## config.mk

```make
export PLATFORM = sky130hd
export DESIGN_NAME = clock_set_controller
export DESIGN_NICKNAME = d
export VERILOG_FILES = /design/src/rtl/clock_set_controller.sv
export SDC_FILE = /design/constraint.sdc
export NUM_CORES = 1
export LEC_CHECK = 0
export ABC_CLOCK_PERIOD_IN_PS = 5500
export BUFFER_PORTS_ARGS = -buffer_cell sky130_fd_sc_hd__buf_2
export CAP_MARGIN = 40
export CORE_UTILIZATION = 25
export CTS_CLUSTER_DIAMETER = 60
export CTS_CLUSTER_SIZE = 20
export DETAILED_ROUTE_END_ITERATION = 10
export PLACE_DENSITY_LB_ADDON = 0.15
export SETUP_SLACK_MARGIN = 0.3
export SLEW_MARGIN = 20
export SYNTH_ARGS = -nofsm -noshare
export SYNTH_HDL_FRONTEND = slang
export SYNTH_SLANG_ARGS = --single-unit
```

## constraint.sdc

```tcl
create_clock -name clk -period 5.5 [get_ports clk]
set_input_delay 0.55 -clock clk [delete_from_list [all_inputs] [get_ports clk]]
set_output_delay 0.55 -clock clk [all_outputs]
set_load 0.005 [all_outputs]
```

## src/rtl/clock_set_controller.sv

```systemverilog
// Mode/set sequencer for the clock display: RUN -> SET_HR -> SET_MIN -> SET_SEC -> RUN.
// Optional hold-to-repeat on the increment button is enabled with `define CLOCK_SET_AUTO_REPEAT_EN.
module clock_set_controller #(
    parameter int BLINK_CYCLES   = 25_000_000,
    parameter int TIMEOUT_CYCLES = 500_000_000,
    parameter int HOLD_CYCLES    = 50_000_000,
    parameter int REPEAT_CYCLES  = 10_000_000
) (
    input  logic       clk,
    input  logic       rst,
    input  logic       mode_pulse,
    input  logic       inc_pulse,
    input  logic       inc_level,
    output logic       run_enable,
    output logic [1:0] sel_field,
    output logic       inc_hours,
    output logic       inc_minutes,
    output logic       clr_seconds,
    output logic       blink
);

    typedef enum logic [1:0] {
        RUN     = 2'd0,
        SET_HR  = 2'd1,
        SET_MIN = 2'd2,
        SET_SEC = 2'd3
    } state_t;

    localparam int BW = (BLINK_CYCLES > 1) ? $clog2(BLINK_CYCLES) : 1;
    localparam int TW = (TIMEOUT_CYCLES > 1) ? $clog2(TIMEOUT_CYCLES) : 1;
    localparam logic [BW-1:0] BLINK_LAST = BW'(BLINK_CYCLES - 1);
    localparam logic [TW-1:0] IDLE_LAST  = TW'(TIMEOUT_CYCLES - 1);

    state_t          state_q, state_d;
    logic            run_enable_q, run_enable_d;
    logic [1:0]      sel_field_q, sel_field_d;
    logic            inc_hours_q, inc_hours_d;
    logic            inc_minutes_q, inc_minutes_d;
    logic            clr_seconds_q, clr_seconds_d;
    logic            blink_q, blink_d;
    logic [BW-1:0]   blink_cnt_q, blink_cnt_d;
    logic [TW-1:0]   idle_cnt_q, idle_cnt_d;
    logic            inc_fire;
    logic            auto_fire;
    logic            strobe;

`ifdef CLOCK_SET_AUTO_REPEAT_EN
    localparam int HW = (HOLD_CYCLES > 1) ? $clog2(HOLD_CYCLES) : 1;
    localparam int RW = (REPEAT_CYCLES > 1) ? $clog2(REPEAT_CYCLES) : 1;
    localparam logic [HW-1:0] HOLD_LAST = HW'(HOLD_CYCLES - 1);
    localparam logic [RW-1:0] RPT_LAST  = RW'(REPEAT_CYCLES - 1);

    logic [HW-1:0] hold_cnt_q, hold_cnt_d;
    logic [RW-1:0] rpt_cnt_q, rpt_cnt_d;
    logic          repeating_q, repeating_d;
    logic          fired_q, fired_d;

    // A press that already produced auto-repeat strobes must not count again on release.
    assign inc_fire = inc_pulse & ~fired_q;

    always_comb begin
        hold_cnt_d  = hold_cnt_q;
        rpt_cnt_d   = rpt_cnt_q;
        repeating_d = repeating_q;
        auto_fire   = 1'b0;
        if (mode_pulse || !inc_level || !(state_q == SET_HR || state_q == SET_MIN)) begin
            hold_cnt_d  = '0;
            rpt_cnt_d   = '0;
            repeating_d = 1'b0;
        end else if (!repeating_q) begin
            if (hold_cnt_q == HOLD_LAST) begin
                auto_fire   = 1'b1;
                repeating_d = 1'b1;
                hold_cnt_d  = '0;
            end else begin
                hold_cnt_d = hold_cnt_q + HW'(1);
            end
        end else if (rpt_cnt_q == RPT_LAST) begin
            auto_fire = 1'b1;
            rpt_cnt_d = '0;
        end else begin
            rpt_cnt_d = rpt_cnt_q + RW'(1);
        end
    end
`else
    localparam int unused_auto_cycles = HOLD_CYCLES + REPEAT_CYCLES;
    logic unused_inc_level;
    assign unused_inc_level = inc_level;
    assign inc_fire         = inc_pulse;
    assign auto_fire        = 1'b0;
`endif

    always_comb begin
        state_d       = state_q;
        idle_cnt_d    = idle_cnt_q;
        blink_cnt_d   = blink_cnt_q;
        blink_d       = blink_q;
        inc_hours_d   = 1'b0;
        inc_minutes_d = 1'b0;
        clr_seconds_d = 1'b0;
        strobe        = inc_fire | auto_fire;

        if (mode_pulse) begin
            case (state_q)
                RUN:     state_d = SET_HR;
                SET_HR:  state_d = SET_MIN;
                SET_MIN: state_d = SET_SEC;
                default: state_d = RUN;
            endcase
        end else if (state_q != RUN) begin
            inc_hours_d   = strobe && (state_q == SET_HR);
            inc_minutes_d = strobe && (state_q == SET_MIN);
            clr_seconds_d = strobe && (state_q == SET_SEC);
            if (inc_pulse || auto_fire) begin
                idle_cnt_d = '0;
            end else if (idle_cnt_q == IDLE_LAST) begin
                state_d = RUN;
            end else begin
                idle_cnt_d = idle_cnt_q + TW'(1);
            end
        end

        // Entering any state (or sitting in RUN) restarts the blink phase and idle timer.
        if (state_d != state_q || state_d == RUN) begin
            idle_cnt_d  = '0;
            blink_cnt_d = '0;
            blink_d     = 1'b1;
        end else if (blink_cnt_q == BLINK_LAST) begin
            blink_cnt_d = '0;
            blink_d     = ~blink_q;
        end else begin
            blink_cnt_d = blink_cnt_q + BW'(1);
        end

        run_enable_d = (state_d == RUN);
        sel_field_d  = state_d;
    end

`ifdef CLOCK_SET_AUTO_REPEAT_EN
    always_comb begin
        fired_d = fired_q;
        if (auto_fire) begin
            fired_d = 1'b1;
        end else if (inc_pulse || mode_pulse || state_d != state_q) begin
            fired_d = 1'b0;
        end
    end
`endif

    always_ff @(posedge clk) begin
        if (rst) begin
            state_q       <= RUN;
            run_enable_q  <= 1'b1;
            sel_field_q   <= 2'd0;
            inc_hours_q   <= 1'b0;
            inc_minutes_q <= 1'b0;
            clr_seconds_q <= 1'b0;
            blink_q       <= 1'b1;
            blink_cnt_q   <= '0;
            idle_cnt_q    <= '0;
`ifdef CLOCK_SET_AUTO_REPEAT_EN
            hold_cnt_q    <= '0;
            rpt_cnt_q     <= '0;
            repeating_q   <= 1'b0;
            fired_q       <= 1'b0;
`endif
        end else begin
            state_q       <= state_d;
            run_enable_q  <= run_enable_d;
            sel_field_q   <= sel_field_d;
            inc_hours_q   <= inc_hours_d;
            inc_minutes_q <= inc_minutes_d;
            clr_seconds_q <= clr_seconds_d;
            blink_q       <= blink_d;
            blink_cnt_q   <= blink_cnt_d;
            idle_cnt_q    <= idle_cnt_d;
`ifdef CLOCK_SET_AUTO_REPEAT_EN
            hold_cnt_q    <= hold_cnt_d;
            rpt_cnt_q     <= rpt_cnt_d;
            repeating_q   <= repeating_d;
            fired_q       <= fired_d;
`endif
        end
    end

    assign run_enable  = run_enable_q;
    assign sel_field   = sel_field_q;
    assign inc_hours   = inc_hours_q;
    assign inc_minutes = inc_minutes_q;
    assign clr_seconds = clr_seconds_q;
    assign blink       = blink_q;

endmodule

```

======== Yosys cells after proc, flatten, opt, wreduce, memory -nomap -nowiden ========
Cells that the tools add are included.
storage, ports and cells
  word-level logic and storage cells ...... 38
  input port bits ......................... 5
  register bits after elaboration ......... 61
operators by class
  reductions and logical operators ........ 11
  bitwise gates (word level) .............. 3
  add/sub/neg operators ................... 2
  muxes and demuxes ....................... 7
  eq/ne operators ......................... 7
operators by type and width
  operator                                             count
  two-way mux 29 bit                                   2
  adder 29 x 1 -> 29 bit, second input constant        1
  equality test 29 bit, second input constant          1
  adder 25 x 1 -> 25 bit, second input constant        1
  equality test 25 bit, second input constant          1
  two-way mux 2 bit                                    4
  one-hot mux 2 bit (3 select lines)                   1
  OR reduction 3 bit                                   2
  equality test 2 bit, second input constant           2
  logical NOT 2 bit                                    2
  logical AND 1 bit                                    3
  NOT 1 bit                                            3
  AND reduction 3 bit                                  1
  equality test 2 x 1 -> 1 bit, second input constant  1
  inequality test 2 bit                                1
  inequality test 2 bit, second input constant         1
  nonzero test 2 bit                                   1
  OR reduction 2 bit                                   1
  logical OR 1 bit                                     1

======== Logic depth before layout (Yosys ltp) ========
Gate-level depths: netlist of run 1.
  depth after elaboration ................. 8
  mapped depth ............................ 9

======== Least setup slack after synthesis of run 1 ========
No wires, ideal clock.
  path type ............................... reg-to-reg
  start point ............................. reg sel_field[0] (netlist name)
  end point ............................... reg idle_cnt_q[19]
  buffers on the path ..................... 2
  period minus slack after synthesis ...... 2259 ps
  cell stages (with the launch flop) ...... 10
  required time ........................... 5385 ps
  arrival ................................. 2144 ps
  slack ................................... 3241 ps
  cells stage by stage .................... dfxtp_1 > inv_1 > ha_1 > or2_1 > buf_6 > or4_4 > buf_6 > nor3_4 > xnor2_1 > nor2_2
RTL lines
  what                  RTL line  RTL
  to (signal assigned)  176       idle_cnt_q <= idle_cnt_d;
  to (decl)             42        logic [TW-1:0] idle_cnt_q, idle_cnt_d;

==> results of run 1 <==
[state kept, by name (all words and copies together), names as in the netlist]
signal       cells
blink_cnt_q     25
idle_cnt_q      29
blink            1
inc_minutes      1
run_enable       1
inc_hours        1
clr_seconds      1
sel_field        2
[layer usage]
metal  track usage  routed length [um]  up-vias
met3       0.03663                 227       11
met4       0.06486                 149        0
met1        0.1383                3039      997
met2        0.1596                2521       32
met5             0                   0        -
li1              -                   -     1170
[cell families (layout without fill, tap and decap cells)]
logic type,after synthesis,after routing
compound gates,24,24
buf+inv,32,44
flops,61,61
xor+xnor,50,50
simple gates,170,170
mux,1,1
fa+ha+maj,6,6
[area by class of cell]
class / instances / area share
Tap cell: 143 / 0.05185
Timing Repair Buffer: 11 / 0.01668
Inverter: 17 / 0.01849
Multi-Input combinational cell: 251 / 0.4645
Sequential cell: 61 / 0.3539
Clock buffer: 12 / 0.07433
Clock inverter: 4 / 0.02030
[critical path: cells and delay by family, from the launching register on]
family          cells  cell delay (ns)
flops               1             0.44
simple gates        1             0.25
xor+xnor            1             0.15
compound gates      3             1.11
fa+ha+maj           1             0.35
buf+inv             1             0.11
[worst max path at each step]
stage | start | to | cells after the start
6_report | sel_field[0]$_SDFF_PP0_ | idle_cnt_q[2]$_SDFFE_PP0P_ | 7
5_1_grt | sel_field[0]$_SDFF_PP0_ | idle_cnt_q[2]$_SDFFE_PP0P_ | 7
4_1_cts | sel_field[0]$_SDFF_PP0_ | idle_cnt_q[2]$_SDFFE_PP0P_ | 7
3_5_place_dp | sel_field[0]$_SDFF_PP0_ | idle_cnt_q[2]$_SDFFE_PP0P_ | 7
3_3_place_gp | inc_pulse | idle_cnt_q[2]$_SDFFE_PP0P_ | 6
2_1_floorplan | sel_field[0]$_SDFF_PP0_ | idle_cnt_q[19]$_SDFFE_PP0P_ | 9
[placed cells by master (no fill, tap or decap), drive strengths merged, types with 3 or more instances in the layout]
cell type and n:
a21oi 11, xnor2 39, buf 11, ha 6, or3 3, nand4 10
inv 17, nor2 68, and3 6, and4 7, nand3 17, or4 3
a211oi 3, xor2 11, o21ai 5, and2 7, clkbuf 12, dfxtp 61
nor4 6, nand2 15, nor3 15
[stage by stage]
| step | setup slack (ns) | instance area (um^2) | hold WS [ns] |
|---|---|---|---|
| 2_1_floorplan | 3.241 | 2985 | 0.4129 |
| 3_3_place_gp | 2.960 | 3124 | 0.4224 |
| 3_5_place_dp | 2.944 | 3124 | 0.4317 |
| 4_1_cts | 2.957 | 3451 | 0.4248 |
| 5_1_grt | 2.745 | 3451 | 0.4332 |
| 6_report | 3.006 | 3451 | 0.4348 |
[power breakdown]
part           internal (mW)  total [mW]  switching (mW)
Sequential             0.446       0.449         0.00334
Combinational         0.0135      0.0396          0.0260
Clock                  0.419       0.614           0.194
Total                  0.879        1.10           0.224
==> impl_summary.md, run 1 <==
Worst setup path
Walking the worst path, the cells encountered are inv_1, ha_1, xor2_1, a21o_1, a211oi_1, o21ai_4, nor3_1. The type of element launching the critical path is a register. The required time reported for the critical path endpoint is about 5.8 ns. In this run the worst path has a maximum fanout of 28. The end of the worst register-to-register path is idle_cnt_q[2]$_SDFFE_PP0P_. For flop-to-flop paths, the worst setup slack is roughly 3 ns. STA classifies the critical path endpoint as a register.

The critical path in this run is classified as register to register. The depth of the worst register-to-register path is 7. In this design, the stage delay of the slowest critical-path cell is 0.56 ns. The startpoint identified for the worst register-to-register timing path is sel_field[0]$_SDFF_PP0_. The critical-path cell with the highest stage delay is a211oi_1.

Data arrives at the worst endpoint at 2.75 ns.

Global routing
The via count of the first global-routing pass is 2114. The global-route wire length before repair is 10490 um. The global-route usage over all layers is 0.1091. The number of antenna violations at the first check in global routing is 0. The pin count of the biggest net entering global routing is 29.

For this run the aggregate overflow at the end of global routing stands at 0.

Synthesis
The cell area after technology mapping is 2985 um^2. Synthesis produced a netlist with a net count of 355. The mux contribution to synthesized area is 0.003353. Ranked by instance count, the synthesized netlist is headed by nor2_1, dfxtp_1, xnor2_1, inv_1, nand3_1.

The share of the Yosys chip area taken by registers is 0.4091. The synthesized flop and latch total is 61. The simple-gate share of the synthesized area is 0.3089. Each instance of the synthesized netlist takes up on average 8.678 um^2. The number of distinct library cells after synthesis is 47. The synthesized design contains 0 enable-type register cells.

The most used flip-flop cell after synthesis is dfxtp_1. The largest total area in the synthesized netlist belongs to dfxtp_1. The most used standard cell by instance count after synthesis is nor2_1. The area fraction of the dominant cell type after synthesis is 0.4091. The combinational family with the most area after synthesis is simple AND/OR/NAND/NOR gates. During synthesis, Yosys emitted a total of 0 warnings. The synthesized-area fraction occupied by ao, oa, aoi and oai cells was 0.05281. In the synthesized netlist, the number of instances is 344. The fraction of synthesized cell area in xor and xnor cells is 0.1467. The share of async-settable or async-resettable flops after synthesis is 0.

In the post-synthesis netlist, the biggest area contributors are dfxtp_1, xnor2_1, nor2_1. The adder-cell share of the synthesized area is 0.02515.

Die
The effective utilization at floorplan is 0.2592. From bottom edge to top edge, the die measures around 110 um. The die covers 12380 um^2.

The count of boundary I/O pins is 12. The die is 111.3 um wide. The initialized floorplan defines 39 standard-cell rows. The area of the core is 11520 um^2.

Final layout
The number of fill cells is 1213. 0 antenna diodes ended up in the layout. The fraction of layout cells with a size suffix above 1 is 0.1124. The area of the multi-input gates is 1603 um^2.

Leaving out filler cells and counting taps, the final layout contains ~500. The area growth from synthesis to layout is 15.59%. Once layout is complete, the utilization of the core stands at 0.2997.

In the final layout, flip-flops and latches occupy 1221 um^2. At the end of the flow, the number of nets in the layout was approximately 360.

Pwr
The worst-case IR drop observed on VDD is 0.1160 mV. The overall power of the completed layout is 1.102 mW. In this run the power density over the cells is 319.4 nW/um^2. In this run the static leakage power is ~1.1 nW.

Run
The count of maximum capacitance violations is 0.

Routing
In this run the remaining antenna-violating nets after routing total 0. The total wirelength of the detailed-routed design is 5937 um. In the routed design, unresolved DRC markers number 2. The detailed router finished its first iteration with 140 violations. The pre-antenna-repair detailed-routing pass consisted of 7 iterations.

The number of vias per cell after detailed routing is 4.429. The routed layout has roughly 2.2k vias. The routed length per instance is 11.90 um.

Worst hold path
The number of stages on the worst hold path is 2. The hold path startpoint is rst. The destination of the worst hold path is sel_field[0]$_SDFF_PP0_. The tightest min-delay check is of the primary input to register type.

Timing
The post-layout minimum cycle time is 2.494 ns. The transition at the pin with the smallest max-transition slack is 0.8097 ns. The hold violation count in the final report came to 0. The number of pins with negative max-slew slack in the final report is 0. The headroom to the max-slew limit is 0.4581. The number of setup violations in the final report is 0. The maximum clock frequency is 400.9 MHz.

The setup TNS is 0 ns. The period utilization is 0.4535. The worst clock skew is 0.005079 ns.

Setup repair after global routing left no endpoint under its margin.

Clocking
At the later pin of the worst-skew pair, clock insertion delay measures 0.33 ns. The clock transition at the registers of the reported paths is 0.05 ns. In this run the deepest clock path goes through 2 buffers. Counting the buffers created by CTS gives 9.

Post-CTS timing repair inserted 0 buffers for setup. CTS built an H-tree with a depth of 3. Clock tree synthesis selected as its root buffer the cell clkbuf_16.

The TritonCTS clock tree is built. For this design, the sink count on the clock tree is approximately 60. For this design, the CTS-stage hold fixing added 0 buffers. Once the clock tree was built, the resizer swapped 0 gates to a different size.

Status
The checks that failed: design-rule violations. The run finished, with violations left.

Placement
The estimated wirelength of the detail-placed design is 3943 um. The cell count after placement is 483. The quantity of I/O buffers inserted on ports is 10. Routability-driven placement finished with a final weighted congestion of between 0.7 and 0.8.
Power figures use the tool's default switching activity.
==> inputs of run 2 (changes only) <==
--- a/config.mk
+++ b/config.mk
@@ -5,7 +5,8 @@
 export SDC_FILE = /design/constraint.sdc
 export NUM_CORES = 1
 export LEC_CHECK = 0
-export ABC_CLOCK_PERIOD_IN_PS = 5500
+export ABC_AREA = 1
+export ABC_CLOCK_PERIOD_IN_PS = 2500
 export BUFFER_PORTS_ARGS = -buffer_cell sky130_fd_sc_hd__buf_2
 export CAP_MARGIN = 40
 export CORE_UTILIZATION = 25
==> constraint.sdc (replaced) <==
create_clock -name clk -period 2.5 [get_ports clk]
set_input_delay 0.25 -clock clk [delete_from_list [all_inputs] [get_ports clk]]
set_output_delay 0.25 -clock clk [all_outputs]
set_load 0.005 [all_outputs]
==> run 2 against run 1 <==
Compared with the run above: the run now ends clean; core utilization is essentially flat; highest routed layer unchanged; synthesized cell count increased by 67%; cell count increased by 55%; global-route usage grew 3.1 points; critical path depth up 6; synthesized area is 21% higher; sequential power up 120%; critical path type unchanged; critical endpoint is now blink_cnt_q[0]$_SDFF_PP0_; wire length is 55% higher; largest power group unchanged; non-clock buffer count is 9 higher.
==> impl_summary.md, run 2 <==
Synthesis
The average cell area after synthesis came to 6.302 um^2 (-27%). The synthesized-area fraction occupied by ao, oa, aoi and oai cells is 0.04990 (-0.002912). The synthesized instance count is 573 (+67%). The count of flip-flops with a built-in enable after synthesis is 0 (unchanged). The synthesized flop and latch total is 61 (unchanged).

The simple-gate share of the synthesized area is 0.3978 (+0.08890). After synthesis, the cell types taking the most area are dfxtp_1, nor2_1, nand2_1. The most common cell in the synthesized netlist is nor2_1. The share of async-settable or async-resettable flops after synthesis is 0 (unchanged). The cell area after technology mapping is 3611 um^2 (+21%). In the synthesized netlist the dominant register cell turns out to be dfxtp_1. The total number of yosys warnings was 0 (unchanged). After synthesis, the largest family of logic cells by area is simple AND/OR/NAND/NOR gates.

The number of distinct library cells after synthesis is 27 (-43%). The adder-cell share of the synthesized area is 0.02079 (-0.004357). The area fraction of the dominant cell type after synthesis came to 0.3382 (-0.07087). The fraction of synthesized cell area in xor and xnor cells is 0.08247 (-0.06422). The mux contribution to synthesized area is 0 (-0.003353). The fraction of the yosys area taken by sequential cells is 0.3382 (-0.07087). The net count of the mapped netlist is 584 (+65%). After synthesis, the most frequently instantiated cells are nor2_1, nand2_1, inv_1, dfxtp_1, nand3_1.

The largest total area in the synthesized netlist belongs to dfxtp_1.

Routing
The number of optimization iterations in the first detailed-route pass was 4 (-3). The number of violations reported at the end of detailed-routing iteration 0 is 131 (-6.4%). The via count of the routed design is 3398 (+54%). The total wirelength of the detailed-routed design came to 9206 um (+55%). The routed length per instance came to 11.88 um (-0.16%). The remaining antenna violation count after routing is 0 (unchanged).

The number of vias per cell after detailed routing is 4.385 (-1.0%). The DRC violation count after routing came to 0 (-2).

Timing
The maximum clock frequency was 506.9 MHz (+26%). The hold violation count in the final report is 0 (unchanged). The post-layout minimum cycle time was 1.973 ns (-0.5216 ns). The worst clock skew was 0.007007 ns (+0.001928 ns).

The number of setup violations in the final report is 0 (unchanged). The setup TNS is 0 ns (unchanged). The headroom to the max-slew limit is 0.6746 (+0.2164). The transition at the pin with the smallest max-transition slack is 0.4837 ns (-0.3260 ns). The number of pins with negative max-slew slack in the final report is 0 (unchanged). The period utilization was 0.7891 (+0.3356).

Setup repair after global routing left no endpoint under its margin. The post-route worst hold slack was 0.2331 ns (-0.2017 ns).

Worst setup path
In this design, the critical path's most frequently occurring cell is nand2_1. The type of element launching the critical path is a register. The worst setup path category is register to register. The largest incremental delay on the critical path is 0.43 ns (-0.13 ns). The depth of the worst register-to-register path is 13 (+6). Grouping stages by cell kind, the critical path spends the most delay in simple AND/OR/NAND/NOR gates. In this run the critical register-to-register path is captured at blink_cnt_q[0]$_SDFF_PP0_.

The critical path goes through ha_1, inv_1, nor2_1, nand2_1, nor2_2, nand3_1, nand2_1, nand2_1, nand2_1, nand2_2, nand3_2, buf_6, nor2_1. The register-to-register setup slack is 0.53 ns (-2.48 ns). The critical-path cell with the highest stage delay is dfxtp_1. The combined buffer and inverter count along the critical path is 2 (+1). The endpoint class of the critical path is a register. The worst register-to-register path begins at idle_cnt_q[0]$_SDFFE_PP0P_. The largest fanout of any net on the critical path came to 25 (-11%). The required time reported for the critical path endpoint is 2.73 ns (-3.02 ns).

The worst path arrival time is 2.20 ns (-0.55 ns).

Die
The count of boundary I/O pins came to 12 (unchanged). The height of the chip is 122.2 um (+9.8%). The area of the die is 14930 um^2 (+21%). The width of the chip is 122.2 um (+9.8%).

The effective utilization at floorplan is 0.2581 (-0.001096). The area of the core is 13990 um^2 (+21%). The count of standard-cell rows is 43 (+10%).

Global routing
The global-route usage over all layers was 0.1401 (+0.03107). The number of antenna violations at the first check in global routing is 0 (unchanged). The via count of the first global-routing pass is 3284 (+55%). The pin count of the biggest net entering global routing was 34 (+17%). The remaining global-route overflow is 0 (unchanged). The global-route wire length before repair was 15880 um (+51%).

Pwr
The part of the total power dissipated in combinational logic is 0.063 (+0.027). The standby leakage power is 1.462 nW (+38%). The internal power summed over all cells is 1.817 mW (+110%).

The power density of the placed cells is 569.8 nW/um^2 (+78%). The clock group share of total power is 0.522 (-0.035). The maximum vdd ir drop is 0.3958 mV (+240%). The net switching power is 0.5708 mW (+160%). The fraction of power spent switching nets is 0.2391 (+0.03610). The sequential share of power came to 0.414 (+0.007).

Run
The count of maximum capacitance violations is 0 (unchanged).

Final layout
The number of antenna cells inserted is 0 (unchanged). The top cell types in the final layout, fill and taps aside, are nor2_1, nand2_1, inv_1. The fraction of layout cells with a size suffix above 1 is 0.07227 (-0.04009). The final standard cell utilization of the core was 0.2996 (about the same). The leading cell type in the layout, fill and taps excluded is nor2_1. The number of nets at the end of the flow is 602 (+66%). The non-filler instance count after layout is 775 (+55%). The flip-flop count of the largest register, all copies and words added is 29 (unchanged). Ranked by flip-flop count, first place goes to idle_cnt_q.

Compared with the post-synthesis result, the final layout area differs by 16.04%.

Placement
The estimated wirelength of the detail-placed design is 6847 um (+74%). The routability congestion estimate from global placement is 0.8255 (+16%). The quantity of I/O buffers inserted on ports is 10 (unchanged).

The cell count after placement is 760 (+57%).

Clocking
The maximum count of clock buffers along a single path is 2 (unchanged). The TritonCTS clock tree is built. The clock transition at the registers of the reported paths is 0.05 ns (about the same).

The total number of clock tree sinks is 61 (unchanged). The post-CTS repair timing setup buffer count came to 0 (unchanged). The clock latency at the later pin of the worst-skew pair was 0.34 ns (about the same). The root buffer selected by CTS is clkbuf_16.

The number of buffers added by the clock tree synthesis step is 9 (unchanged). The H-tree level count is 3 (unchanged).

Status
The flow ran to the end, and the final reports show no timing, DRC or antenna violations.

Worst hold path
The number of stages on the worst hold path is 4 (+2). The worst min-delay path category is primary input to register. For hold timing, the worst endpoint is sel_field[0]$_SDFF_PP0_. The hold path startpoint is rst.
-- run 2: worst min-delay path, stage by stage --
cell	delay, ns
buf_2	0.08
inv_1	0.06
nand2_1	0.10
inv_1	0.04
-- run 2: power by group through the flow --
stage | clock network, mW | logic [mW] | registers [mW]
6_report | 1.25 | 0.152 | 0.989
5_1_grt | 1.33 | 0.169 | 0.990
4_1_cts | 1.29 | 0.153 | 0.989
3_5_place_dp | 0 | 0.153 | 1.01
3_3_place_gp | 0 | 0.151 | 1.01
2_1_floorplan | 0 | 0.110 | 1.01
-- run 2: layout make-up --
class	instances	area (um^2)
clock buffer	11	242.7
clock inverter	4	48.80
fill	1599	9798
inverter	85	319.1
multi-input combinational	414	1992
sequential	61	1221
tap	180	225.2
timing repair buffer	20	141.4
-- run 2: stage by stage --
| step | setup WS, ns | power, mW | instance area [um^2] |
|---|---|---|---|
| 6_report | 0.5272 | 2.388 | 4190 |
| 5_1_grt | 0.3312 | 2.491 | 4190 |
| 4_1_cts | 0.3823 | 2.435 | 4184 |
| 3_5_place_dp | 0.3942 | 1.163 | 3892 |
| 3_3_place_gp | 0.4120 | 1.161 | 3892 |
| 2_1_floorplan | 0.6678 | 1.119 | 3611 |
-- run 2: worst max path at each step --
stage | startpoint | end | slack, ns | cells after the start
detailed placement | idle_cnt_q[19]$_SDFFE_PP0P_ | blink_cnt_q[7]$_SDFF_PP0_ | 0.39 | 12
finish | idle_cnt_q[0]$_SDFFE_PP0P_ | blink_cnt_q[0]$_SDFF_PP0_ | 0.53 | 13
global placement | idle_cnt_q[19]$_SDFFE_PP0P_ | blink_cnt_q[13]$_SDFF_PP0_ | 0.41 | 12
floorplan | idle_cnt_q[0]$_SDFFE_PP0P_ | idle_cnt_q[1]$_SDFFE_PP0P_ | 0.67 | 14
global route | idle_cnt_q[0]$_SDFFE_PP0P_ | blink_cnt_q[13]$_SDFF_PP0_ | 0.33 | 13
CTS | idle_cnt_q[18]$_SDFFE_PP0P_ | blink_cnt_q[7]$_SDFF_PP0_ | 0.38 | 12
-- run 2: timing repair --
item,in CTS,in global routing
hold buffers,0,0
endpoints found under the setup margin,0,47
gates resized for setup,0,3
-- run 2: logic make-up after synthesis --
family | count (synthesis)
flip-flops | 61
XOR/XNOR | 34
AO/OA/AOI/OAI | 31
buffers and inverters | 98
adder cells (fa/ha/maj) | 6
AND/OR/NAND/NOR | 343
-- run 2: routing by layer --
metal,track usage,part of all wire,up-vias
met3,0.04026,0.031,12
met4,0.06707,0.022,0
met2,0.2235,0.45,35
met1,0.1724,0.50,1541
met5,0,0,-
li1,-,-,1810
==> inputs of run 3 (changes only) <==
--- a/config.mk
+++ b/config.mk
@@ -5,8 +5,8 @@
 export SDC_FILE = /design/constraint.sdc
 export NUM_CORES = 1
 export LEC_CHECK = 0
-export ABC_AREA = 1
-export ABC_CLOCK_PERIOD_IN_PS = 2500
+export ABC_AREA = 0
+export ABC_CLOCK_PERIOD_IN_PS = 1960
 export BUFFER_PORTS_ARGS = -buffer_cell sky130_fd_sc_hd__buf_2
 export CAP_MARGIN = 40
 export CORE_UTILIZATION = 25
==> constraint.sdc (replaced) <==
create_clock -name clk -period 1.96 [get_ports clk]
set_input_delay 0.196 -clock clk [delete_from_list [all_inputs] [get_ports clk]]
set_output_delay 0.196 -clock clk [all_outputs]
set_load 0.005 [all_outputs]
==> run 3 against run 2 <==
Compared with the run above: the run now ends with design-rule violations left; die area is 17% lower; register-to-register slack got worse by 0.36 ns; combinational power increased by 21%; fmax is 9.9% higher; core utilization grew 3.5 points; clock-buffer cell count grew 3; design area shrank 8.0%.
==> impl_summary.md, run 3 (synthesized netlist as in run 1, its figures left out) <==
Status
The run finished, with violations left. The final reports fail on design-rule violations.

Clocking
The clock transition at the registers of the reported paths was 0.05 ns (about the same). The number of buffers added by the clock tree synthesis step came to 9 (unchanged). The total number of clock tree sinks was 61 (unchanged). The maximum count of clock buffers along a single path came to 2 (unchanged). The hold-fix buffer count after cts is 0 (unchanged). The root buffer selected by CTS is clkbuf_16.

The H-tree level count is 3 (unchanged). The clock latency at the later pin of the worst-skew pair is 0.33 ns (about the same). TritonCTS built the clock tree.

Pwr
The maximum vdd ir drop is 0.3861 mV (-2.5%). The overall power of the completed layout is 2.915 mW (+22%). The standby leakage power came to 1.306 nW (-11%). The power density of the placed cells was 756.4 nW/um^2 (+33%).

Routing
The total wirelength of the detailed-routed design is 6445 um (-30%). The routed length per instance is 12.07 um (+1.6%). The met1 routed wirelength after detailed routing was 3353 um (-27%).

The number of violations reported at the end of detailed-routing iteration 0 is 106 (-19%). The detailed-routed wire length on met2 is 2814 um (-32%). The remaining antenna violation count after routing is 0 (unchanged).

Signal routing reaches up to met4. The routed length on met3 is 170 um (-40%). The DRC violation count after routing is 4 (+4). The number of vias per cell after detailed routing is 4.459 (+1.7%). The via count of the routed design is 2381 (-30%). The number of optimization iterations in the first detailed-route pass is 7 (+3).

Timing
Setup repair after global routing could not meet its margin everywhere. The hold violation count in the final report was 0 (unchanged). The final worst slack is 0.1645 ns (-0.3627 ns). The post-route worst hold slack is 0.1204 ns (-0.1127 ns). The setup TNS was 0 ns (unchanged). The transition at the pin with the smallest max-transition slack is 0.3741 ns (-0.1096 ns). The headroom to the max-slew limit came to 0.7501 (+0.07550). The number of pins with negative max-slew slack in the final report is 0 (unchanged). The number of setup violations in the final report was 0 (unchanged).

The worst clock skew is 0.007243 ns (+0.0002357 ns). The maximum clock frequency is 557.0 MHz (+9.9%). The period utilization was 0.9161 (+0.1269).

The post-layout minimum cycle time is 1.795 ns (-0.1773 ns).

Final layout
The top register by number of flip-flops is idle_cnt_q. The fraction of layout cells with a size suffix above 1 is 0.2583 (+0.1860). The number of antenna cells inserted is 0 (unchanged). Relative to the synthesized area, the layout overhead comes to 29.09%.

The number of nets at the end of the flow was 398 (-34%). In the layout the commonest cells are nor2_1, dfxtp_1, xnor2_1. Leaving out fill and tap cells, the most frequent cell in the layout is nor2_1.

The non-filler instance count after layout is 534 (-31%). The flip-flop count of the largest register, all copies and words added came to 29 (unchanged).

Worst setup path
The largest fanout of any net on the critical path is 6 (-76%). The critical-path cell with the highest stage delay is or4_4. The largest incremental delay on the critical path is 0.52 ns (+0.09 ns).

The worst setup path category is register to register. Walking the worst path, the cells encountered are inv_4, ha_4, or2_4, or4_4, nor3_4, xnor2_1, nor2_1. The required time reported for the critical path endpoint came to 2.17 ns (-0.56 ns). The endpoint class of the critical path is a register. The type of element launching the critical path is a register.

The worst path arrival time is 2.01 ns (-0.19 ns).

Die
The width of the chip is 111.3 um (-8.9%). The area of the core is 11520 um^2 (-18%). The count of standard-cell rows came to 39 (-9.3%). The effective utilization at floorplan is 0.2592 (+0.001096). The height of the chip is 111.3 um (-8.9%). The area of the die is 12380 um^2 (-17%). The count of boundary I/O pins is 12 (unchanged).

Worst hold path
The min-delay analysis places its worst path in the category primary input to register.

Run
The count of maximum capacitance violations is 0 (unchanged).

Placement
The quantity of I/O buffers inserted on ports is 10 (unchanged). The routability congestion estimate from global placement came to 0.7552 (-8.5%). The placement-stage worst setup slack was 0.09010 ns (-0.3041 ns). The cell count after placement is 504 (-34%). The estimated wirelength of the detail-placed design is 4254 um (-38%).

Global routing
The pin count of the biggest net entering global routing came to 24 (-29%). The global-route wire length before repair was 11250 um (-29%). The via count of the first global-routing pass is 2302 (-30%). The remaining global-route overflow is 0 (unchanged). The global-route usage over all layers was 0.1148 (-0.02530).

The number of antenna violations at the first check in global routing is 0 (unchanged).
==> run 3: cell types whose count changed in the layout (fill, tap and decap cells not counted), sizes merged, moves of 7 or more <==
cell   change
and4       +7
xor2      -14
nor2      -69
nand2    -105
and2       +7
nand3     -34
buf       +26
inv       -68
xnor2     +30
==> run 3: power by group <==
| part | internal (mW) | switching, mW | total, mW |
|---|---|---|---|
| sequential | 1.25 | 0.00644 | 1.26 |
| clock | 0.950 | 0.524 | 1.47 |
| combinational | 0.0857 | 0.0982 | 0.184 |
| total | 2.29 | 0.629 | 2.92 |
==> run 3: worst paths after layout <==
check / slack (ns) / start / cells past startpoint / endpoint
min reg2reg: 0.44 / blink_cnt_q[0]$_SDFF_PP0_ / 1 / blink_cnt_q[0]$_SDFF_PP0_
max reg2reg: 0.16 / sel_field[1]$_SDFF_PP0_ / 7 / idle_cnt_q[21]$_SDFFE_PP0P_
min: 0.12 / rst / 2 / sel_field[0]$_SDFF_PP0_
max: 0.16 / sel_field[1]$_SDFF_PP0_ / 7 / idle_cnt_q[21]$_SDFFE_PP0P_
==> run 3: metrics by stage <==
| step | util | cell area (um^2) |
|---|---|---|
| 4_1_cts | 0.3268 | 3764 |
| 2_1_floorplan | - | 3087 |
| 6_report | 0.3346 | 3854 |
| 3_5_place_dp | 0.2938 | 3383 |
| 3_3_place_gp | 0.2938 | 3383 |
| 5_1_grt | 0.3346 | 3854 |
==> run 3: repair_timing <==
item,4_1_cts,5_1_grt
cloned,1,0
buffers inserted,7,7
gates resized for setup,15,10
pin swaps,6,16
setup endpoints to repair,58,58
==> run 3: layout make-up <==
| type | instances | area (um^2) |
|---|---|---|
| clock buffers | 14 | 274.0 |
| fillers | 1190 | 7662 |
| inverters | 17 | 68.82 |
| multi-input cells | 252 | 1740 |
| repair buffers | 46 | 352.8 |
| well taps | 143 | 178.9 |
| clock inverters | 1 | 5.005 |
| flip-flops and latches | 61 | 1234 |
==> run 3: critical path, delay by kind of cell (launching register included) <==
| kind | cells | cell delay (ns) |
|---|---|---|
| xor gates and xnor gates | 1 | 0.13 |
| adders and majority gates | 1 | 0.17 |
| buffers and inverters | 1 | 0.04 |
| DFF | 1 | 0.36 |
| and+or+nand+nor | 4 | 0.98 |
==> run 3: metal layers <==
metal	GRT usage	vias to the layer above
li1	-	1260
met1	0.1538	1091
met2	0.1704	21
met3	0.03062	9
met4	0.05405	0
met5	0	-
